File: src/rtl/fetch_pkg.sv
// -----------------------------------------------------------------------------
// fetch_pkg
// Shared types and constants for the instruction fetch front end.
//   fetch_state_e : RUN issues requests normally; FLUSH discards the stale
//                   responses still in flight after a redirect.
//   INSTR_BYTES   : byte stride between consecutive instruction words.
//   fetch_entry_t : instruction word plus its PC at the default 32/32 widths.
//                   Modules built with other widths declare a matching local
//                   struct and hand it to fetch_queue as a type parameter.
// -----------------------------------------------------------------------------
package fetch_pkg;

   typedef enum logic {
      RUN   = 1'b0,
      FLUSH = 1'b1
   } fetch_state_e;

   localparam int INSTR_BYTES = 4;

   typedef struct packed {
      logic [31:0] instr;
      logic [31:0] pc;
   } fetch_entry_t;

endpackage : fetch_pkg

File: src/rtl/fetch_queue.sv
// -----------------------------------------------------------------------------
// fetch_queue
// Small synchronous FIFO, first-word-fall-through: the oldest entry is always
// visible on head. Used both for the instruction queue and for the PC-tag FIFO.
//
// Parameters:
//   entry_t : stored element type (packed)
//   DEPTH   : number of entries, power of two, >= 2
// Ports:
//   clk, rst   : clock, synchronous active-high reset (clears storage too)
//   push       : write push_data at the tail (ignored when full without pop)
//   push_data  : element to write
//   pop        : drop the head entry (ignored when empty)
//   flush      : discard all entries; dominates push and pop
//   head       : oldest entry
//   count      : number of stored entries, 0..DEPTH
// -----------------------------------------------------------------------------
module fetch_queue
   import fetch_pkg::*;
#(
   parameter type entry_t = fetch_entry_t,
   parameter int  DEPTH   = 2
) (
   input  logic                     clk,
   input  logic                     rst,
   input  logic                     push,
   input  entry_t                   push_data,
   input  logic                     pop,
   input  logic                     flush,
   output entry_t                   head,
   output logic [$clog2(DEPTH):0]   count
);

   localparam int PW = $clog2(DEPTH);
   localparam int CW = PW + 1;

   entry_t          mem [DEPTH];
   logic [PW-1:0]   rd_ptr_reg;
   logic [PW-1:0]   wr_ptr_reg;
   logic [CW-1:0]   count_reg;
   logic [DEPTH-1:0] slot_we;
   logic            empty;
   logic            full;
   logic            do_push;
   logic            do_pop;

   assign empty   = (count_reg == '0);
   assign full    = (count_reg == CW'(DEPTH));
   assign do_pop  = pop && !empty && !flush;
   // A push into a full queue is allowed when the head leaves the same cycle.
   assign do_push = push && !flush && (!full || do_pop);

   // One write enable per storage slot.
   generate
      for (genvar gi = 0; gi < DEPTH; gi++) begin : g_slot_we
         assign slot_we[gi] = do_push && (wr_ptr_reg == PW'(gi));
      end
   endgenerate

   // Storage is reset so head reads as zero while the queue is empty after reset.
   always_ff @(posedge clk) begin
      for (int i = 0; i < DEPTH; i++) begin
         if (rst) begin
            mem[i] <= '0;
         end else if (slot_we[i]) begin
            mem[i] <= push_data;
         end
      end
   end

   always_ff @(posedge clk) begin
      if (rst || flush) begin
         rd_ptr_reg <= '0;
         wr_ptr_reg <= '0;
         count_reg  <= '0;
      end else begin
         if (do_push) begin
            wr_ptr_reg <= wr_ptr_reg + PW'(1);
         end
         if (do_pop) begin
            rd_ptr_reg <= rd_ptr_reg + PW'(1);
         end
         case ({do_push, do_pop})
            2'b10:   count_reg <= count_reg + CW'(1);
            2'b01:   count_reg <= count_reg - CW'(1);
            default: count_reg <= count_reg;
         endcase
      end
   end

   assign head  = mem[rd_ptr_reg];
   assign count = count_reg;

endmodule : fetch_queue

File: src/rtl/instruction_fetch.sv
// -----------------------------------------------------------------------------
// instruction_fetch
// Front-end stage feeding instruction_decoder. Holds the PC, issues word
// requests to instruction memory (in-order, variable-latency responses),
// buffers returned words with their PCs and hands them to the decoder.
// Redirects flush the buffered words and discard responses still in flight.
//
// Optional build macro: FETCH_PERF_CNT_EN adds perf_fetched and
// perf_flush_cycles saturating 32-bit counters.
//
// Ports:
//   clk, rst                   : clock, synchronous active-high reset
//   imem_req_valid/ready/addr  : request channel to instruction memory
//   imem_resp_valid/data       : in-order response channel
//   redirect_valid/pc          : single-cycle control-flow redirect
//   instr_valid/ready/out/pc   : instruction channel to the decoder
//   perf_fetched               : (macro only) decoder handshakes
//   perf_flush_cycles          : (macro only) cycles in FLUSH or redirecting
// -----------------------------------------------------------------------------
module instruction_fetch
   import fetch_pkg::*;
#(
   parameter int                    INSTR_WIDTH = 32,
   parameter int                    ADDR_WIDTH  = 32,
   parameter logic [ADDR_WIDTH-1:0] RESET_PC    = '0,
   parameter int                    QUEUE_DEPTH = 2
) (
   input  logic                   clk,
   input  logic                   rst,
   output logic                   imem_req_valid,
   input  logic                   imem_req_ready,
   output logic [ADDR_WIDTH-1:0]  imem_req_addr,
   input  logic                   imem_resp_valid,
   input  logic [INSTR_WIDTH-1:0] imem_resp_data,
   input  logic                   redirect_valid,
   input  logic [ADDR_WIDTH-1:0]  redirect_pc,
   output logic                   instr_valid,
   input  logic                   instr_ready,
   output logic [INSTR_WIDTH-1:0] instr_out,
   output logic [ADDR_WIDTH-1:0]  instr_pc
`ifdef FETCH_PERF_CNT_EN
   ,
   output logic [31:0]            perf_fetched,
   output logic [31:0]            perf_flush_cycles
`endif
);

   localparam int CW = $clog2(QUEUE_DEPTH) + 1;
   localparam logic [ADDR_WIDTH-1:0] PC_STEP    = ADDR_WIDTH'(INSTR_BYTES);
   localparam logic [ADDR_WIDTH-1:0] ALIGN_MASK = ~ADDR_WIDTH'(INSTR_BYTES - 1);

   typedef struct packed {
      logic [INSTR_WIDTH-1:0] instr;
      logic [ADDR_WIDTH-1:0]  pc;
   } entry_t;

   fetch_state_e          state_reg;
   fetch_state_e          state_next;
   logic [ADDR_WIDTH-1:0] pc_reg;
   logic [ADDR_WIDTH-1:0] pc_next;
   logic [CW-1:0]         drop_cnt_reg;
   logic [CW-1:0]         drop_cnt_next;

   logic [ADDR_WIDTH-1:0] redirect_target;
   logic [ADDR_WIDTH-1:0] tag_head;
   logic [CW-1:0]         queue_count;
   logic [CW-1:0]         outstanding;
   logic [CW-1:0]         outstanding_left;
   logic [CW:0]           credits_used;
   logic                  req_fire;
   logic                  resp_accept;
   logic                  queue_push;
   logic                  queue_pop;
   entry_t                queue_push_data;
   entry_t                queue_head;

   assign redirect_target = redirect_pc & ALIGN_MASK;

   // Every buffered word and every request in flight holds one queue slot,
   // so the queue can never overflow.
   assign credits_used = {1'b0, queue_count} + {1'b0, outstanding};

   assign imem_req_valid = !rst && (state_reg == RUN) && !redirect_valid &&
                           (credits_used < (CW + 1)'(QUEUE_DEPTH));
   assign imem_req_addr  = pc_reg;
   assign req_fire       = imem_req_valid && imem_req_ready;

   // Responses with nothing outstanding are protocol errors and are ignored.
   assign resp_accept      = (state_reg == RUN) && imem_resp_valid && (outstanding != '0);
   assign outstanding_left = outstanding - {{(CW - 1){1'b0}}, resp_accept};

   // A response arriving in the redirect cycle is consumed but discarded.
   assign queue_push      = resp_accept && !redirect_valid;
   assign queue_pop       = instr_valid && instr_ready;
   assign queue_push_data = '{instr: imem_resp_data, pc: tag_head};

   // PC-tag FIFO: one tag per issued request, so its occupancy is the
   // outstanding-request count. A redirect empties it; stale responses are
   // then tracked by drop_cnt alone.
   fetch_queue #(
      .entry_t (logic [ADDR_WIDTH-1:0]),
      .DEPTH   (QUEUE_DEPTH)
   ) u_tag_fifo (
      .clk       (clk),
      .rst       (rst),
      .push      (req_fire),
      .push_data (pc_reg),
      .pop       (resp_accept),
      .flush     (redirect_valid),
      .head      (tag_head),
      .count     (outstanding)
   );

   fetch_queue #(
      .entry_t (entry_t),
      .DEPTH   (QUEUE_DEPTH)
   ) u_instr_queue (
      .clk       (clk),
      .rst       (rst),
      .push      (queue_push),
      .push_data (queue_push_data),
      .pop       (queue_pop),
      .flush     (redirect_valid),
      .head      (queue_head),
      .count     (queue_count)
   );

   assign instr_valid = (queue_count != '0);
   assign instr_out   = queue_head.instr;
   assign instr_pc    = queue_head.pc;

   // ---------------------------------------------------------------- FSM
   always_ff @(posedge clk) begin
      if (rst) begin
         state_reg    <= RUN;
         pc_reg       <= RESET_PC;
         drop_cnt_reg <= '0;
      end else begin
         state_reg    <= state_next;
         pc_reg       <= pc_next;
         drop_cnt_reg <= drop_cnt_next;
      end
   end

   always_comb begin
      state_next    = state_reg;
      pc_next       = pc_reg;
      drop_cnt_next = drop_cnt_reg;
      case (state_reg)
         RUN: begin
            if (redirect_valid) begin
               pc_next = redirect_target;
               if (outstanding_left != '0) begin
                  drop_cnt_next = outstanding_left;
                  state_next    = FLUSH;
               end
            end else if (req_fire) begin
               pc_next = pc_reg + PC_STEP;
            end
         end
         FLUSH: begin
            // A redirect here only moves the target; the stale count stands.
            if (redirect_valid) begin
               pc_next = redirect_target;
            end
            if (imem_resp_valid) begin
               drop_cnt_next = drop_cnt_reg - CW'(1);
               if (drop_cnt_reg == CW'(1)) begin
                  state_next = RUN;
               end
            end
         end
         default: begin
            state_next = RUN;
         end
      endcase
   end

`ifdef FETCH_PERF_CNT_EN
   // ------------------------------------------------ saturating counters
   always_ff @(posedge clk) begin
      if (rst) begin
         perf_fetched      <= '0;
         perf_flush_cycles <= '0;
      end else begin
         if (queue_pop && (perf_fetched != '1)) begin
            perf_fetched <= perf_fetched + 32'd1;
         end
         if (((state_reg == FLUSH) || redirect_valid) && (perf_flush_cycles != '1)) begin
            perf_flush_cycles <= perf_flush_cycles + 32'd1;
         end
      end
   end
`endif

endmodule : instruction_fetch

File: config.mk
export PLATFORM = sky130hd
export DESIGN_NAME = instruction_fetch
export DESIGN_NICKNAME = d
export VERILOG_FILES = /design/src/rtl/fetch_pkg.sv /design/src/rtl/fetch_queue.sv /design/src/rtl/instruction_fetch.sv
export SDC_FILE = /design/constraint.sdc
export NUM_CORES = 1
export LEC_CHECK = 0
export CAP_MARGIN = 10
export CORE_UTILIZATION = 35
export DETAILED_ROUTE_END_ITERATION = 16
export PLACE_DENSITY_LB_ADDON = 0.3
export SYNTH_ARGS = -nofsm -noshare
export SYNTH_HDL_FRONTEND = slang
export SYNTH_SLANG_ARGS = --single-unit
export TNS_END_PERCENT = 10
File: constraint.sdc
create_clock -name clk -period 15 [get_ports clk]
set_input_delay 3 -clock clk [delete_from_list [all_inputs] [get_ports clk]]
set_output_delay 3 -clock clk [all_outputs]
set_load 0.02 [all_outputs]
== Yosys cells after proc, flatten, opt, wreduce, memory -nomap -nowiden ==
Memory sizes are Yosys's and may differ from the RTL's. A register that Yosys moved wholly into a read port is not among the register bits.
Index checks and enable logic that the tools add are counted.

* Memories: 2
* Output and inout port bits: 98
* Word-level logic and storage cells: 118
* Register bits after elaboration: 43
* Input port bits: 70
* Memory bits (read-only): 0
* Memory bits (writable): 192
* Latch bits: 0

{| class="wikitable"
|+ Memory list
! memory !! words !! bits a word !! rd ports !! clocked after memory_dff !! write ports !! line !! text
|-
| u_instr_queue.mem || 2 || 64 || 1 || 1 || 2 || fetch_queue.sv:37 || <nowiki>entry_t mem [DEPTH];</nowiki>
|-
| u_tag_fifo.mem || 2 || 32 || 1 || 1 || 2 || fetch_queue.sv:37 ||
|}

* $mul: 0
* Add/sub/neg operators: 12
* $lt $le $gt $ge: 1
* Bitwise operators: 7
* Equality and inequality tests: 12
* Muxes and demuxes: 37
* Shift operators: 0
* Reductions and logical operators: 38
* Div/mod/pow operators: 0

{| class="wikitable"
|+ Operators by type and width
! kind !! number
|-
| 32-bit two-way mux || 5
|-
| 64-bit two-way mux || 2
|-
| 32-bit one-hot mux with 2 select lines || 1
|-
| 32-bit by 3-bit adder with 32-bit output (second input constant) || 1
|-
| 1-bit two-way mux || 22
|-
| 1-bit logical AND || 20
|-
| 2-bit one-hot mux with 2 select lines || 3
|-
| 2-bit nonzero test || 5
|-
| 2-bit equality test (second input constant) || 4
|-
| 2-bit by 1-bit equality test with 1-bit output (second input constant) || 3
|-
| 1-bit logical NOT || 6
|-
| 2-bit two-way mux || 3
|-
| 2-bit != test (second input constant) || 3
|-
| 2-bit by 1-bit subtractor with 2-bit output (second input constant) || 3
|-
| 1-bit adder (second input constant) || 4
|-
| 2-bit by 1-bit adder with 2-bit output (second input constant) || 2
|-
| 2-bit logical NOT || 2
|-
| 1-bit bitwise OR || 4
|-
| 2-bit by 2-bit adder with 3-bit output || 1
|-
| 1-bit logical OR || 3
|-
| 3-bit by 2-bit < comparator with 1-bit output (second input constant) || 1
|-
| 3-bit by 2-bit != test with 1-bit output (second input constant) || 1
|-
| 1-bit inverter || 3
|-
| 3-bit AND reduction || 1
|-
| other kinds (4) || 4
|}

== Depth between registers and ports, before layout ==
Gate-level depths: netlist (run 1).

* Depth in word-level cells: 12
* Gate-level depth with buffers: 10
* Mapped depth without buffers: 8

== Hierarchy ==
Synthesis (run 1) repeated with hierarchy kept, for this count alone.

* Cell total of the unflattened synthesis: 977
* Area total of the unflattened synthesis: 11173.2 µm²

{| class="wikitable"
|+ Modules (own cells, without submodules)
! module !! area an instance (µm²) !! cells each !! sequential area each (µm²) !! instances
|-
| fetch_queue at u_instr_queue || 5914.4 || 443 || 3943.8 || 1
|-
| fetch_queue at u_tag_fifo || 3078.0 || 237 || 2021.9 || 1
|-
| instruction_fetch || 2180.8 || 297 || 660.6 || 1
|}

== Least setup slack after synthesis (run 1) ==
OpenSTA, ideal clock, no wires.

* Path kind: input port to flip-flop
* Start point: input redirect_valid
* End point: memory u_instr_queue.mem[0][10] (netlist name) (enable)
* Setup slack: 5930 ps
* Data required time: 14432 ps
* Arrival: 8502 ps
* Stages on the path: 7
* Path through: clkbuf_1 -> or2_1 -> buf_2 -> buf_2 -> nor3_1 -> inv_1 -> o21ai_0

{| class="wikitable"
|+ RTL lines
! what !! line !! text
|-
| start, declared || instruction_fetch.sv:35 || <nowiki>input logic redirect_valid,</nowiki>
|-
| end, declared || fetch_queue.sv:37 ||
|}

== Worst setup path after layout (run 1) ==
* Start point: input rst
* End point: output imem_req_valid

* Word-level cells in the longest chain between the ends: 4

{| class="wikitable"
|+ Ends and longest elaborated chain
! what !! line !! text
|-
| start, declared || instruction_fetch.sv:29 || <nowiki>input logic rst,</nowiki>
|-
| 1-bit logical NOT || instruction_fetch.sv:83 || <nowiki>assign imem_req_valid = !rst && (state_reg == RUN) && !redirect_valid &&</nowiki>
|-
| 1-bit logical AND (3 in series) || instruction_fetch.sv:83 ||
|-
| end, declared || instruction_fetch.sv:30 || <nowiki>output logic imem_req_valid,</nowiki>
|}

Every way passes these cells.

==> metrics, run 1 <==
post-placement worst setup slack approximately 6.6 ns; HPWL after detailed placement ~16000 um; number of warnings reported in the yosys synthesis log 0; setup TNS after final layout 0 ns; MaxCap Viol Count 0; Synth Register Bits 227; wire length per cell after detailed routing between 15 and 20 um; maximum clock frequency ~120 MHz; mux contribution to synthesized area 0.102; Placement Rows 62; final period demand of the worst path roughly 8.4 ns; fraction of final layout cells sized beyond drive strength 1 0.133; Worst Setup Path Type input port to output port; Critical Path End Type output port; post-synthesis xor/xnor area fraction 0.00921; routed metal-1 wirelength around 12000 um; Leak Pwr around 4.8 nW; GRT overflow 0; number of gates given a new drive strength after cts 0; average via count per standard cell slightly above 5; run status completed; H-Tree Depth 1; number of failing setup endpoints in the final timing report 0; cell count after synthesis about 850; most common library cells after synthesis sky130_fd_sc_hd__edfxtp_1 (184), sky130_fd_sc_hd__nor2_1 (98), sky130_fd_sc_hd__and2_1 (88); I/O pin count approximately 170; global-route wire length before repair between 30000 and 40000 um; Required @ worst endpoint ~12 ns; final worst clock skew ~0.01 ns; clock tree from TritonCTS yes; area fraction of the dominant cell type after synthesis 0.528; relative slew slack 0.307; pwr dens 112 nW/um2; Routability Congestion ~0.83; number of antenna diodes 0; clock root buffer sky130_fd_sc_hd__clkbuf_16; distinct cell type count after synthesis 73; number of enable-type register cells in the synthesized netlist 184; cell area after synthesis 10500 um2; Largest register FFs 124; clock buffer count from CTS 26; number of hold violations in the final report 0; smallest hold slack roughly 0.51 ns; drt pass-1 iters 5; synthesis-to-layout area growth 27.2%; Clock transition at path regs about 0.06 ns; number of standard cells in the final layout excluding fillers roughly 1400; total global-route track usage 0.162; Post-Layout Inst Area between 10000 and 15000 um2; period utilization 0.559; Final Worst Setup Slack between 6 and 7 ns; worst-case clock buffer depth 3; hold bufs inserted after CTS 0; top post-synthesis cells by area sky130_fd_sc_hd__edfxtp_1 (53%), sky130_fd_sc_hd__dfxtp_1 (8.2%), sky130_fd_sc_hd__mux2_2 (6.7%); largest fanout of any net on the critical path 35; adder and majority cell fraction of the synthesized area 0.00789; die area about 30000 um2; fraction of registers with async set/reset 0; final total power roughly 1.5 mW; total via count after detailed routing ~7100; Post-CTS Setup Inserts 0; total met3 wirelength after detailed routing about 1500 um; clk sinks approximately 230; largest register by flop count u_instr_queue.mem; Post-Synthesis Mean Instance Area around 12 um2; cell accounting for the most synthesized area sky130_fd_sc_hd__edfxtp_1; effective utilization at floorplan 0.360; clock latency of the later-clocked register in the worst-skew pair 0.52 ns; Routed WL 25000 um; Core Area 29100 um2; vias in the first global route just under 7000; most repeated cell in the gate-level netlist after synthesis sky130_fd_sc_hd__edfxtp_1; critical path data arrival time ~5.4 ns; highest metal layer used by the detailed router met4; Antenna Nets Post-Route 0; measured slew at the worst slew-check pin between 1 and 1.5 ns; post-route DRC violation count 0; unrepaired setup endpoints after global routing false; count of pins over their slew limit 0; count of nets after finishing between 1000 and 1500; type of the most critical hold path register to register; Iter 0 DRT Violations between 500 and 600; largest family of logic cells by synthesized area simple AND/OR/NAND/NOR gates; final core utilization 0.457; maximum VDD drop 0.0000953 V; maximum number of pins on one net before global-route repair between 60 and 70; number of buffers added on ports about 160; Post-Place Cell Area 12400 um2; compound-cell area share of the yosys netlist 0.0661; startpoint class of the critical path input port; Horiz. Die Dim 175 um; vertical die dimension approximately 170 um; Primary FF master, synth sky130_fd_sc_hd__edfxtp_1; DP Cell Count ~1300; number of antenna violations at the first check in global routing 0; met2 wire length ~11000 um; share of synthesized area occupied by flip-flops and latches 0.610; area fraction in and, or, nand and nor cells after synthesis 0.172
-- critical path, cell delays in order --
cell and delay [ns]:
sky130_fd_sc_hd__clkdlybuf4s50_1 0.40, sky130_fd_sc_hd__buf_4 0.27, sky130_fd_sc_hd__inv_1 0.50, sky130_fd_sc_hd__nand2_1 0.33, sky130_fd_sc_hd__nor3_1 0.23, sky130_fd_sc_hd__clkdlybuf4s50_1 0.65
-- layout make-up --
type / instances / area (um2)
clock buffers: 33 / 698
clock inverters: 15 / 168
fillers: 2650 / 15800
inverters: 11 / 41.3
multi-input cells: 550 / 3790
flip-flops and latches: 227 / 6390
well taps: 384 / 480
repair buffers: 175 / 1740
-- where the power goes --
group          internal (mW)  switching (mW)  total (mW)  leakage, nW
Combinational         0.0576          0.0676       0.125         2.13
Clock                  0.396           0.249       0.644        0.417
Sequential             0.706          0.0203       0.726         2.26
Total                   1.16           0.337        1.50         4.80
-- final timing paths --
check	start	endpoint	slack [ns]	cells after the start
worst min register to register	u_instr_queue.rd_ptr_reg	register	0.51	2
worst max register to register	u_tag_fifo.count[0]	u_tag_fifo.mem[0][20]	11.91	6
worst max-delay path	rst	imem_req_valid	6.62	6
worst min-delay path	u_instr_queue.rd_ptr_reg	register	0.51	2
-- cells in the final DEF (no fill, tap or decap), drive strengths merged, types with 5 or more instances in the layout --
master,instances
clkinv,10
and4,7
mux2i,37
inv,11
xnor2,7
ha,5
and2,89
nor3,13
a21oi,21
nor2,101
clkdlybuf4s50,161
o22ai,9
o21ai,23
edfxtp,184
buf,14
nor3b,5
nand4,10
and3,37
nor4,5
a211oi,6
nand2,37
dfxtp,43
mux2,62
clkbuf,33
nand3,10
-- kinds of logic after synthesis --
family          count (synthesis)
flops                         227
other cells                     1
mux                            99
xor+xnor                       11
compound gates                100
simple gates                  330
fa+ha+maj                       6
buf+inv                        73
-- metal layers --
metal  vias up  GRT usage
met3        41     0.0302
li1       3391          -
met4         0     0.0409
met2       225      0.252
met5         -          0
met1      3423      0.233
Note: power is estimated with default switching activity, not from simulation.
==> run 2: changes to the inputs <==
clock period = 7.6 ns   (was 15 ns; I/O delays follow)
==> run 2 against run 1 <==
Die area unchanged. Clock-buffer cell count increased by 2. Clock power rose by 85%. Hold slack got worse by 0.0012 ns. Sequential cell count unchanged. Worst setup slack got worse by 4.5 ns. Sequential power is 97% higher. Utilization fell by 0.32 points. Largest cell class unchanged. Highest routed layer unchanged.
==> metrics, run 2 (synthesis results as in run 1) <==
worst-case clock buffer depth 3; hold bufs inserted after CTS 0; maximum number of pins on one net before global-route repair 63; die area a little over 30000 um2; Worst Setup Path Type input port to output port; clock tree from TritonCTS yes; Required @ worst endpoint around 6.1 ns; leading cell type in the layout, fill and taps excluded sky130_fd_sc_hd__edfxtp_1; number of hold violations in the final report 0; Critical R2R Launch u_tag_fifo.count[0]; maximum clock frequency around 180 MHz; critical path data arrival time 4.00 ns; count of pins over their slew limit 0; unrepaired setup endpoints after global routing false; MaxCap Viol Count 0; proportion of power drawn by the clock network 0.414; fraction of final layout cells sized beyond drive strength 1 0.131; clk sinks around 230; Horiz. Die Dim between 150 and 200 um; Routed WL roughly 25000 um; Largest register FFs 124; number of antenna diodes 0; power share of the sequential group 0.500; total global-route track usage 0.158; startpoint class of the critical path input port; synthesis-to-layout area growth 26.3%; vias in the first global route ~6700; Routability Congestion 0.810; Min-Delay Path Depth 2; switching part of the total power 0.226; final worst clock skew 0.0101 ns; Internal Power approximately 2.2 mW; number of standard cells in the final layout excluding fillers approximately 1400; clock buffer count from CTS 26; type of the most critical hold path register to register; H-Tree Depth 1; total via count after detailed routing between 7000 and 8000; Post-CTS Setup Inserts 0; Iter 0 DRT Violations a little over 500; clock latency of the later-clocked register in the worst-skew pair ~0.52 ns; count of nets after finishing 1066; GRT overflow 0; largest register by flop count u_instr_queue.mem; DP Cell Count about 1300; average via count per standard cell a little over 5; measured slew at the worst slew-check pin 1.17 ns; Reg2Reg Setup Slack between 4 and 5 ns; pwr dens between 200 and 250 nW/um2; Clock transition at path regs ~0.060 ns; largest fanout of any net on the critical path 35; post-route DRC violation count 0; run status completed; global-route wire length before repair 38100 um; Placement Rows 62; number of buffers added on ports approximately 160; period utilization 0.726; endpoint of the most critical register-to-register path u_tag_fifo.mem[0][10]; maximum VDD drop ~0.00017 V; Worst Min Path Start u_instr_queue.rd_ptr_reg; Antenna Nets Post-Route 0; final core utilization 0.454; number of failing setup endpoints in the final timing report 0; wire length per cell after detailed routing ~18 um; Leak Pwr 4.76 nW; top library cells by usage in the layout, fill and taps aside sky130_fd_sc_hd__edfxtp_1 (184), sky130_fd_sc_hd__clkdlybuf4s50_1 (161), sky130_fd_sc_hd__nor2_1 (98), sky130_fd_sc_hd__and2_1 (88), sky130_fd_sc_hd__mux2_2 (62); HPWL after detailed placement 15900 um; Core Area around 29000 um2; final period demand of the worst path approximately 5.5 ns; Critical Path End Type output port; effective utilization at floorplan 0.360; final total power ~2.9 mW; number of gates given a new drive strength after cts 0; setup TNS after final layout 0 ns; Net Switching between 0.6 and 0.7 mW; drt pass-1 iters 7; I/O pin count ~170; vertical die dimension approximately 170 um; combinational share of power 0.086; number of antenna violations at the first check in global routing 0; relative slew slack 0.216; R2R depth 6; clock root buffer sky130_fd_sc_hd__clkbuf_16
[run 2: cell count changes in the layout (fill, tap and decap cells not counted), sizes merged]
cell,change
clkinv,-3
bufinv,-2
clkbuf,+2
buf,-1
clkinvlp,-1
[run 2: per-layer routing]
layer  track usage  part of all wire  vias to the layer above
met4        0.0399             0.017                        0
met3        0.0265             0.061                       35
li1              -                 -                     3382
met2         0.251              0.45                      252
met5             0                 0                        -
met1         0.224              0.47                     3397
[run 2: cell type report]
cell class                      instances  area (um2)
Sequential cell                       227        6390
Multi-Input combinational cell        550        3790
Inverter                               11        41.3
Fill cell                            2636       15900
Timing Repair Buffer                  174        1710
Clock inverter                          9        95.1
Clock buffer                           35         706
Tap cell                              384         480
[run 2: power groups by stage]
stage                     registers, mW  clock network (mW)  logic, mW
after global placement             1.46                   0      0.247
after floorplan                    1.46                   0      0.123
after detailed placement           1.46                   0      0.249
final                              1.43                1.19      0.248
after CTS                          1.43                1.21      0.250
after global routing               1.44                1.25      0.266
[run 2: worst max path at each step]
stage	from	endpoint	slack, ns	cells past startpoint
after floorplan	redirect_valid	u_instr_queue.mem[0][10]	0.01	7
after global placement	rst	imem_req_valid	2.11	6
after detailed placement	rst	imem_req_valid	2.08	6
after CTS	rst	imem_req_valid	2.05	6
after global routing	rst	imem_req_valid	1.96	6
final	rst	imem_req_valid	2.08	6
[run 2: stage by stage]
stage / setup slack, ns / hold WS (ns) / instance area [um2]
3_3_place_gp: 2.11 / 0.480 / 12400
2_1_floorplan: 0.0104 / 0.464 / 10500
3_5_place_dp: 2.08 / 0.489 / 12400
4_1_cts: 2.05 / 0.509 / 13200
5_1_grt: 1.96 / 0.533 / 13200
6_report: 2.08 / 0.506 / 13200
[run 2: critical path, stage by stage]
cell and delay [ns]:
sky130_fd_sc_hd__clkdlybuf4s50_1 0.41, sky130_fd_sc_hd__buf_4 0.27, sky130_fd_sc_hd__inv_1 0.52, sky130_fd_sc_hd__nand2_1 0.33, sky130_fd_sc_hd__nor3_1 0.28, sky130_fd_sc_hd__clkdlybuf4s50_1 0.65
==> run 3: changes to the inputs <==
clock period = 4.74 ns   (was 7.6 ns; I/O delays follow)
==> run 3 against run 2 <==
Clock skew down 0.0012 ns. Global-route usage up 0.21 points. Sequential power up 61%. Final area grew 0.63%. Sequential share of layout area down 0.30 points. Die area unchanged. Utilization rose by 0.28 points. Clock-buffer cell count is 1 lower. Clock power is 55% higher. Highest routed layer unchanged.
==> metrics, run 3 (synthesis results as in run 1) <==
number of antenna violations at the first check in global routing 0; Placement Rows 62; relative slew slack 0.247; R2R depth 7; Clock transition at path regs around 0.060 ns; type of the most critical hold path register to register; average via count per standard cell 5.05; maximum number of pins on one net before global-route repair 63; drt pass-1 iters 5; critical-path cell with the highest stage delay sky130_fd_sc_hd__clkdlybuf4s50_1; setup TNS after final layout 0 ns; FF+latch area 6390 um2; Final Worst Setup Slack between 0.8 and 0.9 ns; post-route DRC violation count 0; count of pins over their slew limit 0; Min-Delay Path Depth 2; total global-route track usage 0.161; most common cell type on the critical path sky130_fd_sc_hd__clkdlybuf4s50_1; GRT overflow 0; measured slew at the worst slew-check pin 1.13 ns; Reg2Reg Setup Slack ~1.8 ns; clk sinks around 230; Worst Setup Path Type input port to output port; Horiz. Die Dim ~170 um; startpoint class of the critical path input port; hold bufs inserted after CTS 0; MaxCap Viol Count 0; maximum VDD drop 0.000243 V; number of hold violations in the final report 0; clock buffer count from CTS 26; layout filler cell count 2644; maximum clock frequency 259 MHz; clock root buffer sky130_fd_sc_hd__clkbuf_16; wire length per cell after detailed routing about 18 um; final period demand of the worst path slightly below 4 ns; largest register by flop count u_instr_queue.mem; number of failing setup endpoints in the final timing report 0; leading cell type in the layout, fill and taps excluded sky130_fd_sc_hd__edfxtp_1; Required @ worst endpoint between 3 and 4 ns; final worst clock skew 0.00891 ns; number of antenna diodes 0; critical path data arrival time roughly 2.9 ns; Iter 0 DRT Violations approximately 480; effective utilization at floorplan 0.360; endpoint of the worst hold path drop_cnt_reg[1]; worst-case clock buffer depth 3; endpoint of the most critical register-to-register path u_tag_fifo.mem[1][25]; pwr dens between 300 and 400 nW/um2; Worst Min Path Start drop_cnt_reg[1]; number of gates given a new drive strength after cts 0; Worst path max stage delay roughly 0.7 ns; total via count after detailed routing approximately 7100; source of the critical timing path redirect_valid; Routability Congestion ~0.86; top library cells by usage in the layout, fill and taps aside sky130_fd_sc_hd__edfxtp_1 (184), sky130_fd_sc_hd__clkdlybuf4s50_1 (161), sky130_fd_sc_hd__nor2_1 (98), sky130_fd_sc_hd__and2_1 (88), sky130_fd_sc_hd__mux2_2 (62); Post-CTS Setup Inserts 0; count of nets after finishing between 1000 and 1500; number of buffers added on ports ~160; run status completed; Crit path buffers/inverters 2; fraction of final layout cells sized beyond drive strength 1 0.138; die area 30600 um2; Critical Path End Type output port; Antenna Nets Post-Route 0; number of cells on the critical path 5; Routed WL 25100 um; cell family contributing the most delay on the critical path buffers and inverters; Leak Pwr 4.80 nW; HPWL after detailed placement 16300 um; period utilization 0.813; clock tree from TritonCTS yes; vias in the first global route ~7000; global-route wire length before repair between 30000 and 40000 um; H-Tree Depth 1; largest fanout of any net on the critical path 8; Critical R2R Launch u_tag_fifo.count[0]; total area of multi-input combinational cells about 3800 um2; post-placement worst setup slack just under 1 ns; unrepaired setup endpoints after global routing false; cells along the critical path clkdlybuf4s50_1, nor2_1, nand2_1, nor3_1, clkdlybuf4s50_1; Core Area between 20000 and 30000 um2; vertical die dimension 175 um; I/O pin count approximately 170; synthesis-to-layout area growth 27.1%; clock latency of the later-clocked register in the worst-skew pair 0.53 ns; Largest register FFs roughly 120
run 3: cell types whose count changed in the layout (fill, tap and decap cells not counted):
cell,change
sky130_fd_sc_hd__clkinv_1,+4
sky130_fd_sc_hd__o21ai_2,+2
sky130_fd_sc_hd__clkbuf_16,-1
sky130_fd_sc_hd__buf_12,+4
sky130_fd_sc_hd__buf_4,+4
sky130_fd_sc_hd__clkinv_2,-1
sky130_fd_sc_hd__o21ai_4,-2
sky130_fd_sc_hd__clkinv_4,+1
sky130_fd_sc_hd__clkinvlp_4,+1
sky130_fd_sc_hd__bufinv_16,-1
sky130_fd_sc_hd__clkinv_8,+1
run 3: worst max path at each step:
stage                     slack (ns)                    end
after floorplan                 0.27  u_tag_fifo.mem[0][10]
after global placement          0.94         imem_req_valid
after detailed placement        0.98         imem_req_valid
after CTS                       0.96         imem_req_valid
after global routing            0.86         imem_req_valid
final                           0.89         imem_req_valid
run 3: layout make-up:
type | instances | share of cell area
tap | 384 | 0.0361
clock inverter | 14 | 0.00809
sequential | 227 | 0.480
multi-input combinational | 550 | 0.284
timing repair buffer | 182 | 0.137
clock buffer | 34 | 0.0512
inverter | 11 | 0.00311
run 3: power by group:
| part | internal, mW | switching (mW) | total, mW |
|---|---|---|---|
| clock network | 1.07 | 0.787 | 1.85 |
| registers | 2.23 | 0.0650 | 2.30 |
| logic | 0.191 | 0.216 | 0.407 |
run 3: through the flow:
stage	power, mW	instance area, um2	std cells	utilization	hold WS (ns)
final	4.56	13300	1402	0.457	0.505
after CTS	4.60	13300	1402	0.457	0.505
after floorplan	2.53	10500	850	-	0.464
after global routing	4.72	13300	1402	0.457	0.539
after global placement	2.74	12500	1354	0.430	0.481
after detailed placement	2.75	12500	1354	0.430	0.492
run 3: worst min-delay path: cells and delay by family (launching register included):
kind	cells	cell delay, ns
simple gates	1	0.08
mux	1	0.07
flops	1	0.32
run 3: per-layer routing:
layer  wire [um]  GRT usage
met1       11700      0.234
met2       11000      0.244
met3        1700     0.0276
met4         590     0.0457
met5           0          0
